===== config.mk =====
export PLATFORM = sky130hd
export DESIGN_NAME = mem_arbiter
export DESIGN_NICKNAME = d
export VERILOG_FILES = /design/src/rtl/mem_arb_pkg.sv /design/src/rtl/mem_arb_pick.sv /design/src/rtl/mem_arbiter.sv
export SDC_FILE = /design/constraint.sdc
export NUM_CORES = 1
export LEC_CHECK = 0
export BUFFER_PORTS_ARGS = -buffer_cell sky130_fd_sc_hd__buf_4
export CAP_MARGIN = 20
export CORE_AREA = 2 2 96 98
export CTS_CLUSTER_DIAMETER = 30
export CTS_CLUSTER_SIZE = 14
export DETAILED_ROUTE_END_ITERATION = 8
export DIE_AREA = 0 0 98 100
export GPL_ROUTABILITY_DRIVEN = 0
export PLACE_DENSITY = 0.79
export SLEW_MARGIN = 20
export SYNTH_ARGS = -nofsm -noshare
export SYNTH_HDL_FRONTEND = slang
export SYNTH_SLANG_ARGS = --single-unit

===== constraint.sdc =====
create_clock -name clk -period 3 [get_ports clk]
set_input_delay 0.45 -clock clk [delete_from_list [all_inputs] [get_ports clk]]
set_output_delay 0.45 -clock clk [all_outputs]
set_load 0.05 [all_outputs]

===== src/rtl/mem_arb_pkg.sv =====
// mem_arb_pkg
// Shared types and default widths for the unified instruction/data RAM
// arbiter (mem_arbiter) and its grant picker (mem_arb_pick).
//   port_e         : which port owns a RAM access / pending read response
//   MEM_ARB_DW     : default data width
//   MEM_ARB_RAM_AW : default RAM word-address width
//   DCNT_W         : width of the data-burst counter (priority mode)
// Optional macro MEM_ARB_RR_EN (used by the including files) selects
// round-robin arbitration instead of data priority.
package mem_arb_pkg;

  typedef enum logic [1:0] {
    PORT_NONE = 2'd0,
    PORT_I    = 2'd1,
    PORT_D    = 2'd2
  } port_e;

  localparam int MEM_ARB_DW     = 32;
  localparam int MEM_ARB_RAM_AW = 10;
  localparam int DCNT_W         = 4;

endpackage


===== src/rtl/mem_arb_pick.sv =====
// mem_arb_pick
// Combinational grant picker for mem_arbiter.
// Ports:
//   i_req, d_req : request lines (already qualified by reset)
//   d_misalign   : data address is not word aligned
//   dcnt         : consecutive data grants while fetch waits (priority mode)
//   rr_ptr       : port preferred on contention (MEM_ARB_RR_EN build)
//   i_gnt, d_gnt : grants; both may be set only when the data access is a
//                  misaligned reject that does not use the RAM
//   d_err        : misaligned data reject
//   ram_sel      : which port drives the RAM this cycle
// Macro: MEM_ARB_RR_EN selects round-robin instead of data priority.
module mem_arb_pick
  import mem_arb_pkg::*;
#(
  parameter int D_BURST_MAX = 4
) (
  input  logic              i_req,
  input  logic              d_req,
  input  logic              d_misalign,
`ifdef MEM_ARB_RR_EN
  input  port_e             rr_ptr,
`else
  input  logic [DCNT_W-1:0] dcnt,
`endif
  output logic              i_gnt,
  output logic              d_gnt,
  output logic              d_err,
  output port_e             ram_sel
);

  logic fetch_wins;

`ifndef MEM_ARB_RR_EN
  localparam logic [DCNT_W-1:0] BURST_LIMIT = DCNT_W'(D_BURST_MAX);
`endif

  always_comb begin
    i_gnt      = 1'b0;
    d_gnt      = 1'b0;
    d_err      = 1'b0;
    ram_sel    = PORT_NONE;
`ifdef MEM_ARB_RR_EN
    fetch_wins = (rr_ptr == PORT_I);
`else
    // Fetch only overtakes data once data has had its burst allowance.
    fetch_wins = (dcnt >= BURST_LIMIT);
`endif

    if (d_req && d_misalign) begin
      // A misaligned access is rejected without touching the RAM, so the
      // fetch port can use the RAM in the very same cycle.
      d_gnt = 1'b1;
      d_err = 1'b1;
      i_gnt = i_req;
    end else if (d_req && i_req) begin
      if (fetch_wins) begin
        i_gnt = 1'b1;
      end else begin
        d_gnt = 1'b1;
      end
    end else begin
      i_gnt = i_req;
      d_gnt = d_req;
    end

    if (i_gnt) begin
      ram_sel = PORT_I;
    end else if (d_gnt && !d_err) begin
      ram_sel = PORT_D;
    end
  end

endmodule


===== src/rtl/mem_arbiter.sv =====
// mem_arbiter
// Shares one single-port synchronous RAM between the instruction-fetch port
// and the load/store port. One access per cycle, read data one cycle after
// the grant, last read word held per port.
// Ports:
//   clk, rst            : clock, asynchronous active-low reset
//   i_req/i_addr        : fetch request and byte address
//   i_gnt/i_rvalid/i_rdata : fetch grant, response valid, response/held data
//   d_req/d_we/d_addr/d_wdata : data request, store flag, address, store data
//   d_gnt/d_rvalid/d_rdata/d_err : data grant, load valid, load/held data,
//                         misaligned reject pulse
//   stall               : a presented request was not granted
//   ram_en/ram_we/ram_addr/ram_wdata/ram_rdata : RAM interface
// Macro: MEM_ARB_RR_EN selects round-robin arbitration; default build uses
// data priority with a fetch starvation limit of D_BURST_MAX.
module mem_arbiter
  import mem_arb_pkg::*;
#(
  parameter int RAM_AW      = MEM_ARB_RAM_AW,
  parameter int DW          = MEM_ARB_DW,
  parameter int D_BURST_MAX = 4
) (
  input  logic              clk,
  input  logic              rst,
  input  logic              i_req,
  input  logic [31:0]       i_addr,
  output logic              i_gnt,
  output logic              i_rvalid,
  output logic [DW-1:0]     i_rdata,
  input  logic              d_req,
  input  logic              d_we,
  input  logic [31:0]       d_addr,
  input  logic [DW-1:0]     d_wdata,
  output logic              d_gnt,
  output logic              d_rvalid,
  output logic [DW-1:0]     d_rdata,
  output logic              d_err,
  output logic              stall,
  output logic              ram_en,
  output logic              ram_we,
  output logic [RAM_AW-1:0] ram_addr,
  output logic [DW-1:0]     ram_wdata,
  input  logic [DW-1:0]     ram_rdata
);

  // Requests are masked while reset is held so every output reads 0 then.
  logic  i_req_v;
  logic  d_req_v;
  logic  d_misalign;
  port_e ram_sel;

  port_e         rd_port_q, rd_port_d;
  logic [DW-1:0] i_hold_q, i_hold_d;
  logic [DW-1:0] d_hold_q, d_hold_d;

  // Address bits outside the word index are intentionally dropped.
  logic unused_addr_bits;

  assign i_req_v    = i_req & rst;
  assign d_req_v    = d_req & rst;
  assign d_misalign = |d_addr[1:0];
  assign unused_addr_bits = ^{i_addr[31:RAM_AW+2], i_addr[1:0], d_addr[31:RAM_AW+2]};

`ifdef MEM_ARB_RR_EN
  port_e rr_ptr_q, rr_ptr_d;
`else
  logic [DCNT_W-1:0] dcnt_q, dcnt_d;
`endif

  mem_arb_pick #(
    .D_BURST_MAX (D_BURST_MAX)
  ) u_pick (
    .i_req      (i_req_v),
    .d_req      (d_req_v),
    .d_misalign (d_misalign),
`ifdef MEM_ARB_RR_EN
    .rr_ptr     (rr_ptr_q),
`else
    .dcnt       (dcnt_q),
`endif
    .i_gnt      (i_gnt),
    .d_gnt      (d_gnt),
    .d_err      (d_err),
    .ram_sel    (ram_sel)
  );

  assign stall = (i_req_v & ~i_gnt) | (d_req_v & ~d_gnt);

  // RAM drive follows the grant in the same cycle; idle cycles drive 0.
  always_comb begin
    ram_en    = 1'b0;
    ram_we    = 1'b0;
    ram_addr  = '0;
    ram_wdata = '0;
    rd_port_d = PORT_NONE;
    case (ram_sel)
      PORT_I: begin
        ram_en    = 1'b1;
        ram_addr  = i_addr[RAM_AW+1:2];
        rd_port_d = PORT_I;
      end
      PORT_D: begin
        ram_en    = 1'b1;
        ram_we    = d_we;
        ram_addr  = d_addr[RAM_AW+1:2];
        ram_wdata = d_wdata;
        rd_port_d = d_we ? PORT_NONE : PORT_D;
      end
      default: ;
    endcase
  end

  // Response path: the RAM word is live in the cycle after the read and is
  // then kept in the hold register of the port that asked for it.
  always_comb begin
    i_rvalid = (rd_port_q == PORT_I);
    d_rvalid = (rd_port_q == PORT_D);
    i_rdata  = i_rvalid ? ram_rdata : i_hold_q;
    d_rdata  = d_rvalid ? ram_rdata : d_hold_q;
    i_hold_d = i_rdata;
    d_hold_d = d_rdata;
  end

`ifdef MEM_ARB_RR_EN
  // Pointer names the port that wins the next contended cycle.
  always_comb begin
    rr_ptr_d = rr_ptr_q;
    if (i_gnt) begin
      rr_ptr_d = PORT_D;
    end else if (d_gnt) begin
      rr_ptr_d = PORT_I;
    end
  end
`else
  // Counts data grants made while fetch is waiting; any fetch grant or a
  // cycle without a fetch request restarts the allowance.
  always_comb begin
    dcnt_d = dcnt_q;
    if (!i_req_v || i_gnt) begin
      dcnt_d = '0;
    end else if (d_gnt) begin
      dcnt_d = dcnt_q + 1'b1;
    end
  end
`endif

  always_ff @(posedge clk or negedge rst) begin
    if (!rst) begin
      rd_port_q <= PORT_NONE;
      i_hold_q  <= '0;
      d_hold_q  <= '0;
`ifdef MEM_ARB_RR_EN
      rr_ptr_q  <= PORT_I;
`else
      dcnt_q    <= '0;
`endif
    end else begin
      rd_port_q <= rd_port_d;
      i_hold_q  <= i_hold_d;
      d_hold_q  <= d_hold_d;
`ifdef MEM_ARB_RR_EN
      rr_ptr_q  <= rr_ptr_d;
`else
      dcnt_q    <= dcnt_d;
`endif
    end
  end

endmodule


==> results by group, run 1 <==
Timing
  • Min Tclk post-route: 2504 ps
  • Max Slew Vio Count: 0
  • Fin crit share: 83.45%
  • Clk_skew: 6.809 ps
  • Final hold vios: 0
  • Final WS setup: 496.4 ps
  • Worst slew pin tran: 899.4 ps
  • WHS: 361.7 ps
  • Final setup violation count: 0
  • RSZ-0062 raised after global routing: false
  • Maximum clock rate: 399.4 MHz
  • Max_slew headroom: 40.04%
  • Setup TNS: 0 ps

Power
  • Clk network pwr share: 21.6%
  • NetSw: 0.001313 W
  • Sw Share: 41.30%
  • Power per cell area: 659.4 nW/um2
  • Combinational cell fraction of total power: 42.4%
  • VDD IR max: 0.4045 mV
  • Seq pwr share: 36.0%
  • Design internal power: 0.001866 W
  • Leakage: 2.478 nW

GRT
  • Largest net degree at the start of global routing: 75
  • First-pass GRT wire length: 12410 um
  • Initial antenna violation count: 0
  • Vias in the first global route: 2600
  • All-Layer GR Usage: 16.08%
  • Remaining global-route overflow: 0

Floorplanning
  • Row count: 35
  • Core Box Area: 8890 um2
  • Die height: 100 um
  • Die X: 98 um
  • Ports: 247
  • Initial Util: 33.85%
  • Die Area: 9800 um2

Outcome
  • Status: completed

Layout
  • Post-Route Utilization: 54.24%
  • Layout cell share with drive strength beyond 1: 68.56%
  • Ant diodes: 0
  • Final #Nets: 552
  • Non-filler cells, final: 534
  • Syn-to-layout area delta: 60.25%

Place
  • Post-Place Worst Slack: 589.2 ps
  • IO Port Bufs: 204
  • Placed instance count: 518
  • Post-DP HPWL: 6051 um

CTS
  • Hold Buf Count CTS: 0
  • Depth of the CTS H-tree: 3
  • CTS sink cnt: 70
  • CTS Buf Count: 9
  • Post-CTS Setup Bufs: 0
  • Max clock buf depth: 2
  • CTS tree: done
  • Worst-Skew Late Latency: 340 ps
  • Register clock-pin slew on the reported worst setup and hold paths: 80 ps
  • Post_cts resized: 0
  • Clk root buf: clkbuf_8

Detailed routing
  • Drt first pass iters: 4
  • Vias per cell: 4.549
  • Wl on met1: 2895 um
  • 1st-iter DRT viols: 22
  • DRC: 0
  • Met3 WL: 602 um
  • WL final: 7952 um
  • Uppermost routed layer: met4
  • DR vias: 2429
  • Post-DR wirelength/cell: 14.89 um
  • ANT nets after route: 0
  • Metal2 WL: 4232 um

Critical path
  • Max incr delay on CP: 640 ps
  • Critical path, cell by cell: nand2b_2, mux2_2, buf_4
  • Critical Path Source Type: register
  • Critical path arrival: 2050 ps
  • Setup CP Type: register to output pin
  • Crit path capture type: output pin
  • Crit path required time: 2550 ps
  • CP max FO: 33
  • Crit-path slowest cell: nand2b_2

Synth
  • Synth Instances: 213
  • Mux contribution to synthesized area: 23.95%
  • EDFF count, synth: 0
  • Synth cell types: 20
  • Post-Synth XOR/XNOR Area: 0%
  • Register area share after synthesis: 58.21%
  • Async S/R FF share, synth: 100.0%
  • Ys flop type: dfrtp_1
  • Post-synthesis register bit count: 70
  • Largest family of logic cells by synthesized area: multiplexers
  • Cell Area, Synth: 3009 um2
  • Adder-cell area share of the yosys netlist: 0.4158%
  • Post-Synth Simple-Gate Area: 10.06%
  • Synth Area in Compound Gates: 3.742%
  • Syn Nets: 347
  • Mapped Avg Cell Area: 14.13 um2
  • Yosys warns: 0

Worst hold path
  • Hold crit path type: input pin to register

Flow run
  • Max Cap Violations: 0
-- through the flow --
stage	total power [W]	instance area, um2
after detailed placement	0.002525	4643
after CTS	0.003237	4822
final	0.003180	4822
after global placement	0.002496	4643
after floorplan	0.002073	3009
after global routing	0.003333	4822
-- area by class of cell --
class,instances,area (um2)
Tap cell,111,138.9
Clock buffer,9,123.9
Multi-Input combinational cell,128,1162
Inverter,1,3.754
Fill cell,759,4068
Timing Repair Buffer,208,1587
Sequential cell,70,1752
Clock inverter,7,55.05
-- critical path: cells and delay by family (launching register included) --
kind,cells,cell delay [ps]
flip-flops,1,420
multiplexers,1,440
buffers and inverters,1,200
AND/OR/NAND/NOR,1,640
-- power groups by stage --
| stage | logic, W | registers [W] | clock network [W] |
|---|---|---|---|
| after CTS | 0.00136 | 0.00115 | 0.000729 |
| after global routing | 0.00141 | 0.00116 | 0.000765 |
| after global placement | 0.00134 | 0.00116 | 0 |
| after detailed placement | 0.00136 | 0.00117 | 0 |
| final | 0.00135 | 0.00114 | 0.000687 |
| after floorplan | 0.000923 | 0.00115 | 0 |
-- sequential cells by signal, summed over array words and instances, names as in the netlist --
signal and count:
dcnt_q 4, d_hold_q 32, i_hold_q 32, rd_port_q 2
-- final timing paths --
check / cells past startpoint / slack (ps) / start / endpoint
setup / recovery: 3 / 500 / rd_port_q[0] / i_rdata[30]
max in group asynchronous: 2 / 2060 / rst / i_hold_q[19]
min in group asynchronous: 2 / 370 / rst / d_hold_q[8]
setup reg to reg: 2 / 1350 / rd_port_q[0] / i_hold_q[19]
hold / removal: 2 / 360 / ram_rdata[7] / i_hold_q[7]
hold reg to reg: 1 / 440 / dcnt_q[0] / dcnt_q[0]
-- per-layer routing --
metal | GRT usage (%) | vias up
li1 | - | 1141
met2 | 29.03 | 122
met4 | 7.585 | 0
met3 | 4.805 | 17
met5 | 0 | -
met1 | 17.29 | 1149
-- kinds of logic (layout without fill, tap and decap cells) --
kind of cell	Yosys count	in the layout
and+or+nand+nor	48	48
adders and majority gates	1	1
DFF	70	70
muxes	64	64
AOI/OAI and AO/OA	14	14
other	1	1
buffers and inverters	15	225
-- layout by cell type (no fill, tap or decap) --
| master | instances |
|---|---|
| ha_1 | 1 |
| a21oi_1 | 2 |
| and4bb_1 | 1 |
| nor2_1 | 3 |
| a21o_1 | 1 |
| clkinv_2 | 1 |
| and4_1 | 2 |
| o21a_1 | 1 |
| buf_4 | 206 |
| and2_1 | 35 |
| mux2_2 | 64 |
| conb_1 | 1 |
| nand2_1 | 2 |
| inv_1 | 1 |
| a22o_1 | 10 |
| nor3b_1 | 1 |
| nor2b_4 | 1 |
| and2b_1 | 2 |
| clkinv_4 | 1 |
| clkbuf_8 | 9 |
| buf_12 | 2 |
| dfrtp_1 | 70 |
| clkinvlp_4 | 2 |
| inv_6 | 3 |
| nand2b_2 | 1 |
-- cell usage after synthesis, drive strengths merged (2+ instances only) --
cell | n | area share, %
and2 | 35 | 7.3
buf | 14 | 3.4
nand2 | 2 | 0.25
a22o | 10 | 2.9
nor2 | 3 | 0.37
and2b | 2 | 0.50
and4 | 2 | 0.58
mux2 | 64 | 24
a21oi | 2 | 0.33
dfrtp | 70 | 58
Power figures use the tool's default switching activity.
==> run 2, diff against run 1 <==
--- a/config.mk
+++ b/config.mk
@@ -5,15 +5,16 @@
 export SDC_FILE = /design/constraint.sdc
 export NUM_CORES = 1
 export LEC_CHECK = 0
+export ABC_AREA = 1
 export BUFFER_PORTS_ARGS = -buffer_cell sky130_fd_sc_hd__buf_4
 export CAP_MARGIN = 20
-export CORE_AREA = 2 2 96 98
+export CORE_MARGIN = 2
+export CORE_UTILIZATION = 36
 export CTS_CLUSTER_DIAMETER = 30
 export CTS_CLUSTER_SIZE = 14
 export DETAILED_ROUTE_END_ITERATION = 8
-export DIE_AREA = 0 0 98 100
 export GPL_ROUTABILITY_DRIVEN = 0
-export PLACE_DENSITY = 0.79
+export PLACE_DENSITY = 0.83
 export SLEW_MARGIN = 20
 export SYNTH_ARGS = -nofsm -noshare
 export SYNTH_HDL_FRONTEND = slang
==> constraint.sdc (replaced) <==
create_clock -name clk -period 2.3 [get_ports clk]
set_input_delay 0.345 -clock clk [delete_from_list [all_inputs] [get_ports clk]]
set_output_delay 0.345 -clock clk [all_outputs]
set_load 0.05 [all_outputs]
==> run 2 against run 1 <==
Effect of this change:
- first-iteration DRC count is 45% higher
- worst hold slack worse by 190 ps
- die area is 1.0% lower
- clock power is 43% higher
- critical path type unchanged
- critical endpoint is now i_rdata[13]
- highest routed layer unchanged
==> results by group, run 2 <==
Layout
  • Non-filler cells, final: 696 (+30%)
  • Multi-input gate area: 1027 um2 (-12%)
  • Layout cell share with drive strength beyond 1: 43.03% (-26 points)
  • Most frequent cells in the layout: buf_4 (211), nand2_1 (82), inv_1 (76), dfrtp_1 (70), nor2_1 (39)
  • Post-Route Utilization: 57.40% (+3.2 points)
  • Most common cell after layout, fill and taps aside: buf_4
  • Ant diodes: 0 (unchanged)
  • Fill cell count: 779 (+2.6%)
  • Largest registers: d_hold_q: 32 flops, i_hold_q: 32 flops, dcnt_q: 4 flops
  • Syn-to-layout area delta: 55.02%
  • Final #Nets: 717 (+30%)
  • Register area: 1752 um2 (unchanged)

Timing
  • Final hold vios: 0 (unchanged)
  • Final setup violation count: 0 (unchanged)
  • Min Tclk post-route: 2081 ps
  • Clk_skew: 11.66 ps (+4.854 ps)
  • Setup TNS: 0 ps (unchanged)
  • RSZ-0062 raised after global routing: false
  • Max Slew Vio Count: 0 (unchanged)
  • Max_slew headroom: 43.18% (+3.1 points)
  • Fin crit share: 90.48%
  • Maximum clock rate: 480.6 MHz
  • Worst slew pin tran: 852.3 ps (-47.14 ps)

Floorplanning
  • Die height: 98.48 um (-1.5%)
  • Initial Util: 37.02% (+3.2 points)
  • Die X: 98.48 um (+0.48%)
  • Ports: 247 (unchanged)
  • Core Box Area: 8678 um2 (-2.4%)
  • Die Area: 9697 um2 (-1.0%)
  • Row count: 34 (-2.9%)

Synth
  • Yosys top cell by area: dfrtp_1
  • Register area share after synthesis: 54.52% (-3.7 points)
  • Post-Synth XOR/XNOR Area: 0% (unchanged)
  • Syn Nets: 516 (+49%)
  • Synth Instances: 382 (+79%)
  • Post-synthesis register bit count: 70 (unchanged)
  • Synth cell types: 17 (-15%)
  • Largest family of logic cells by synthesized area: simple AND/OR/NAND/NOR gates
  • Mapped Avg Cell Area: 8.411 um2 (-40%)
  • Mux contribution to synthesized area: 0% (-24 points)
  • Synth top area cells: dfrtp_1 (55%), nand2_1 (9.7%), inv_1 (8.9%), o21ai_2 (6.3%), o21ai_0 (5.0%)
  • Async S/R FF share, synth: 100.0% (unchanged)
  • Synth Area in Compound Gates: 12.81% (+9.1 points)
  • Yosys warns: 0 (unchanged)
  • Top-count cell post-synth: nand2_1
  • Ys flop type: dfrtp_1
  • Synth top area share: 54.52% (-3.7 points)
  • Cell Area, Synth: 3213 um2 (+6.8%)
  • EDFF count, synth: 0 (unchanged)
  • Adder-cell area share of the yosys netlist: 0.3894% (-0.026 points)
  • Post-Synth Simple-Gate Area: 18.42% (+8.4 points)
  • Synth cell count leaders: nand2_1 (83), inv_1 (76), dfrtp_1 (70)

Critical path
  • Crit path capture type: output pin
  • Critical Path Source Type: register
  • Critical path arrival: 1740 ps (-310 ps)
  • Reg2Reg Setup Slack: 980 ps (-370 ps)
  • CP max FO: 34 (+3.0%)
  • Crit path required time: 1960 ps (-590 ps)
  • Setup CP Type: register to output pin

Power
  • Design internal power: 0.002511 W (+35%)
  • Seq pwr share: 34.8% (-1.2 points)
  • Pwr Total: 0.004366 W (+37%)
  • Leakage: 2.942 nW (+19%)
  • NetSw: 0.001855 W (+41%)
  • Combinational cell fraction of total power: 42.7% (+0.3 points)
  • Sw Share: 42.49% (+1.2 points)
  • VDD IR max: 0.4835 mV (+20%)
  • Power per cell area: 876.6 nW/um2 (+33%)
  • Clk network pwr share: 22.5% (+0.9 points)

GRT
  • Initial antenna violation count: 0 (unchanged)
  • All-Layer GR Usage: 17.83% (+1.7 points)
  • First-pass GRT wire length: 14260 um (+15%)
  • Largest net degree at the start of global routing: 71 (-5.3%)
  • Vias in the first global route: 3180 (+22%)
  • Remaining global-route overflow: 0 (unchanged)

Worst hold path
  • Hold crit path type: input pin to register

Detailed routing
  • ANT nets after route: 0 (unchanged)
  • Drt first pass iters: 3 (-1)
  • Post-DR wirelength/cell: 12.29 um (-17%)
  • WL final: 8554 um (+7.6%)
  • DR vias: 3061 (+26%)
  • Vias per cell: 4.398 (-3.3%)
  • 1st-iter DRT viols: 32 (+45%)
  • DRC: 0 (unchanged)

Flow run
  • Max Cap Violations: 0 (unchanged)

CTS
  • Depth of the CTS H-tree: 3 (unchanged)
  • Clk root buf: clkbuf_8
  • CTS Buf Count: 9 (unchanged)
  • Worst-Skew Late Latency: 330 ps (about the same)
  • Max clock buf depth: 2 (unchanged)
  • CTS sink cnt: 70 (unchanged)
  • Register clock-pin slew on the reported worst setup and hold paths: 70 ps (about the same)
  • Post-CTS Setup Bufs: 0 (unchanged)
  • CTS tree: done

Outcome
  • Status: completed

Place
  • Placed instance count: 680 (+31%)
  • Post-DP HPWL: 6664 um (+10%)
  • IO Port Bufs: 204 (unchanged)
[run 2: changes by cell type after synthesis, sizes merged, moves of 3 or more]
cell,change
nand2,+82
inv,+75
o21ai,+65
mux2,-64
nor2,+37
and2,-35
nand3,+22
a22o,-10
clkbuf,+4
buf,+3
[run 2: cells by family after synthesis]
logic type	Yosys count
AOI/OAI and AO/OA	65
adders and majority gates	1
buffers and inverters	97
DFF	70
other	1
and+or+nand+nor	148
[run 2: through the flow]
stage	cell area (um2)	hold WS (ps)	worst slack, ps
floorplan	3213	49.41	54.31
global placement	4778	422.0	492.2
finish	4981	174.9	219.1
detailed placement	4778	436.1	401.6
global route	4981	148.6	44.03
CTS	4976	150.9	155.2
[run 2: layer usage]
layer  global-route usage, %  up-vias  share of wire [%]
li1                        -     1554                  -
met1                   20.37     1374                 40
met2                   32.81      125                 52
met3                   5.603        8                7.2
met4                   3.688        0               0.82
met5                       0        -                  0
[run 2: worst paths after layout]
path	endpoint	startpoint	depth (start not counted)
worst max register to register	i_hold_q[20]	rd_port_q[1]	4
min in group asynchronous	d_hold_q[31]	rst	2
worst min-delay path	rd_port_q[1]	d_we	2
max in group asynchronous	i_hold_q[20]	rst	2
worst max-delay path	i_rdata[13]	rd_port_q[1]	4
worst min register to register	dcnt_q[0]	dcnt_q[0]	1
[run 2: final cells by class]
cell class | instances | share of cell area, %
multi-input combinational | 215 | 20.62
timing repair buffer | 211 | 31.80
clock inverter | 6 | 1.407
inverter | 76 | 5.727
clock buffer | 10 | 2.562
sequential | 70 | 35.17
tap | 108 | 2.713
[run 2: timing repair]
action	CTS	global route
resized for setup	0	1
hold buffers	0	0
setup endpoints to repair	0	1
[run 2: worst max-delay path, stage by stage, from the launching register on]
cell,delay [ps]
dfrtp_1,390
or2_2,310
buf_4,270
o21ai_2,200
buf_4,220
[run 2: power by group through the flow]
stage	clock (W)	combinational (W)	sequential [W]
after floorplan	0	0.00127	0.00153
final	0.000983	0.00186	0.00152
after global routing	0.00108	0.00197	0.00154
after detailed placement	0	0.00188	0.00155
after global placement	0	0.00185	0.00153
after CTS	0.00102	0.00188	0.00152
==> run 3, diff against run 2 <==
--- a/config.mk
+++ b/config.mk
@@ -8,13 +8,13 @@
 export ABC_AREA = 1
 export BUFFER_PORTS_ARGS = -buffer_cell sky130_fd_sc_hd__buf_4
 export CAP_MARGIN = 20
-export CORE_MARGIN = 2
-export CORE_UTILIZATION = 36
+export CORE_AREA = 2 2 95 97
 export CTS_CLUSTER_DIAMETER = 30
 export CTS_CLUSTER_SIZE = 14
 export DETAILED_ROUTE_END_ITERATION = 8
+export DIE_AREA = 0 0 97 99
 export GPL_ROUTABILITY_DRIVEN = 0
-export PLACE_DENSITY = 0.83
+export PLACE_DENSITY = 0.82
 export SLEW_MARGIN = 20
 export SYNTH_ARGS = -nofsm -noshare
 export SYNTH_HDL_FRONTEND = slang
==> constraint.sdc (replaced) <==
create_clock -name clk -period 2.6 [get_ports clk]
set_input_delay 0.39 -clock clk [delete_from_list [all_inputs] [get_ports clk]]
set_output_delay 0.39 -clock clk [all_outputs]
set_load 0.05 [all_outputs]
==> run 3 against run 2 <==
Effect of this change:
- critical path depth is 1 higher
- final area hardly changed
- via count is 2.6% higher
- global-route usage is 0.31 points higher
- first-iteration DRC count grew to 2.6 times the previous value
- sequential cell count stayed put
- clock power is 19% lower
- count of clock-buffer cells in the layout is 1 lower
- die area is 0.97% lower
- wire length is 2.2% higher
- critical path type unchanged
- critical endpoint is now ram_wdata[3]
- largest cell class unchanged
- highest routed layer unchanged
==> results by group, run 3 (synthesized netlist as in run 2, its figures left out) <==
Outcome
  • Status: completed

Place
  • Post-DP HPWL: 6703 um (+0.59%)
  • Post-place instance area: 4796 um2 (+0.37%)
  • IO Port Bufs: 204 (unchanged)
  • Placed instance count: 679 (-0.15%)
  • Post-Place Worst Slack: 497.3 ps (+95.66 ps)

Layout
  • Design area: 4977 um2 (about the same)
  • Final #Nets: 716 (-0.14%)
  • Non-filler cells, final: 695 (-0.14%)
  • Syn-to-layout area delta: 54.91% (about the same)
  • Fill cell count: 749 (-3.9%)
  • Most frequent cells in the layout: buf_4 (208), nand2_1 (82), inv_1 (76), dfrtp_1 (70), nor2_1 (39)
  • Most common cell after layout, fill and taps aside: buf_4
  • Layout cell share with drive strength beyond 1: 43.10% (+0.073 points)
  • Ant diodes: 0 (unchanged)
  • Largest registers: d_hold_q: 32 flops, i_hold_q: 32 flops, dcnt_q: 4 flops

Power
  • VDD IR max: 0.3194 mV (-34%)
  • Combinational cell fraction of total power: 43.6% (+0.9 points)
  • Leakage: 2.932 nW (-0.32%)
  • Clk network pwr share: 21.0% (-1.5 points)
  • Power per cell area: 762.1 nW/um2 (-13%)
  • Sw Share: 43.83% (+1.3 points)
  • Design internal power: 0.002131 W (-15%)
  • NetSw: 0.001663 W (-10%)
  • Seq pwr share: 35.4% (+0.6 points)

CTS
  • Register clock-pin slew on the reported worst setup and hold paths: 80 ps (about the same)
  • Post-CTS Setup Bufs: 0 (unchanged)
  • Post_cts resized: 0 (unchanged)
  • CTS Buf Count: 9 (unchanged)
  • CTS tree: done
  • Worst-Skew Late Latency: 340 ps (about the same)
  • CTS sink cnt: 70 (unchanged)
  • Hold Buf Count CTS: 0 (unchanged)
  • Clk root buf: clkbuf_8
  • Max clock buf depth: 2 (unchanged)
  • Depth of the CTS H-tree: 3 (unchanged)

Timing
  • Final hold vios: 0 (unchanged)
  • RSZ-0062 raised after global routing: false
  • Max Slew Vio Count: 0 (unchanged)
  • Max_slew headroom: 60.70% (+18 points)
  • Setup TNS: 0 ps (unchanged)
  • Worst slew pin tran: 587.5 ps (-264.8 ps)
  • Final setup violation count: 0 (unchanged)
  • Clk_skew: 10.08 ps (-1.580 ps)
  • Min Tclk post-route: 2266 ps
  • Fin crit share: 87.17%
  • Maximum clock rate: 441.2 MHz
  • Final WS setup: 333.7 ps (+114.6 ps)

Critical path
  • Critical Path Source Type: register
  • Critical path arrival: 1880 ps (+140 ps)
  • CP max FO: 35 (+2.9%)
  • Crit path required time: 2210 ps (+250 ps)
  • Crit path capture type: output pin
  • Setup CP Type: register to output pin

Detailed routing
  • DR vias: 3141 (+2.6%)
  • 1st-iter DRT viols: 83 (+160%)
  • ANT nets after route: 0 (unchanged)
  • DRC: 0 (unchanged)
  • WL final: 8742 um (+2.2%)
  • Vias per cell: 4.519 (+2.8%)
  • Post-DR wirelength/cell: 12.58 um (+2.3%)
  • Drt first pass iters: 4 (+1)

GRT
  • Largest net degree at the start of global routing: 66 (-7.0%)
  • Initial antenna violation count: 0 (unchanged)
  • Vias in the first global route: 3212 (+1.0%)
  • First-pass GRT wire length: 14300 um (+0.29%)
  • Remaining global-route overflow: 0 (unchanged)
  • All-Layer GR Usage: 18.14% (+0.31 points)

Floorplanning
  • Initial Util: 37.58% (+0.55 points)
  • Die X: 97 um (-1.5%)
  • Die Area: 9603 um2 (-0.97%)
  • Row count: 34 (unchanged)
  • Ports: 247 (unchanged)
  • Core Box Area: 8551 um2 (-1.5%)
  • Die height: 99 um (+0.53%)

Flow run
  • Max Cap Violations: 0 (unchanged)

Worst hold path
  • Hold crit path type: input pin to asynchronous set/reset pin
run 3: cell count changes in the layout (fill, tap and decap cells not counted), sizes merged:
cell	change
bufinv	-1
clkinvlp	+2
buf	-1
inv	+1
clkinv	-1
clkbuf	-1
run 3: per-layer routing:
metal	GRT usage, %	wire (um)
met1	20.67	3578
met2	32.64	4401
met3	5.674	617
met4	5.634	144
met5	0	0
run 3: worst paths after layout:
path                       depth (start not counted)  slack (ps)            to    startpoint
setup / recovery                                   5         330  ram_wdata[3]     dcnt_q[2]
max in group asynchronous                          3        1660  d_hold_q[22]           rst
setup reg to reg                                   4        1210  d_hold_q[15]  rd_port_q[0]
hold / removal                                     2         160   d_hold_q[3]           rst
hold reg to reg                                    1         460     dcnt_q[0]     dcnt_q[0]
min in group clk                                   2         210  rd_port_q[1]          d_we
run 3: critical path, stage by stage, from the launching register on:
cell,delay (ps)
dfrtp_1,390
o21ai_1,130
buf_4,200
nand2_2,350
nor2_1,230
buf_4,230
run 3: power by group through the flow:
stage                     sequential, W  combinational (W)  clock (W)
after CTS                       0.00135            0.00167   0.000839
after detailed placement        0.00137            0.00167          0
after floorplan                 0.00135            0.00112          0
final                           0.00134            0.00165   0.000795
after global placement          0.00136            0.00164          0
after global routing            0.00136            0.00175   0.000892
run 3: cell type report:
cell class	instances	area, um2	share of cell area (%)
clock buffers	9	123.9	2.489
clock inverters	7	57.56	1.156
inverters	76	285.3	5.732
multi-input cells	215	1022	20.54
flip-flops and latches	70	1752	35.19
well taps	108	135.1	2.715
repair buffers	210	1602	32.18
run 3: through the flow:
| stage | power (W) | utilization (%) | hold slack [ps] |
|---|---|---|---|
| floorplan | 0.002476 | - | 94.41 |
| global placement | 0.002994 | 56.09 | 421.7 |
| detailed placement | 0.003032 | 56.09 | 450.4 |
| CTS | 0.003854 | 58.21 | 167.0 |
| global route | 0.004001 | 58.21 | 185.7 |
| finish | 0.003793 | 58.21 | 159.0 |
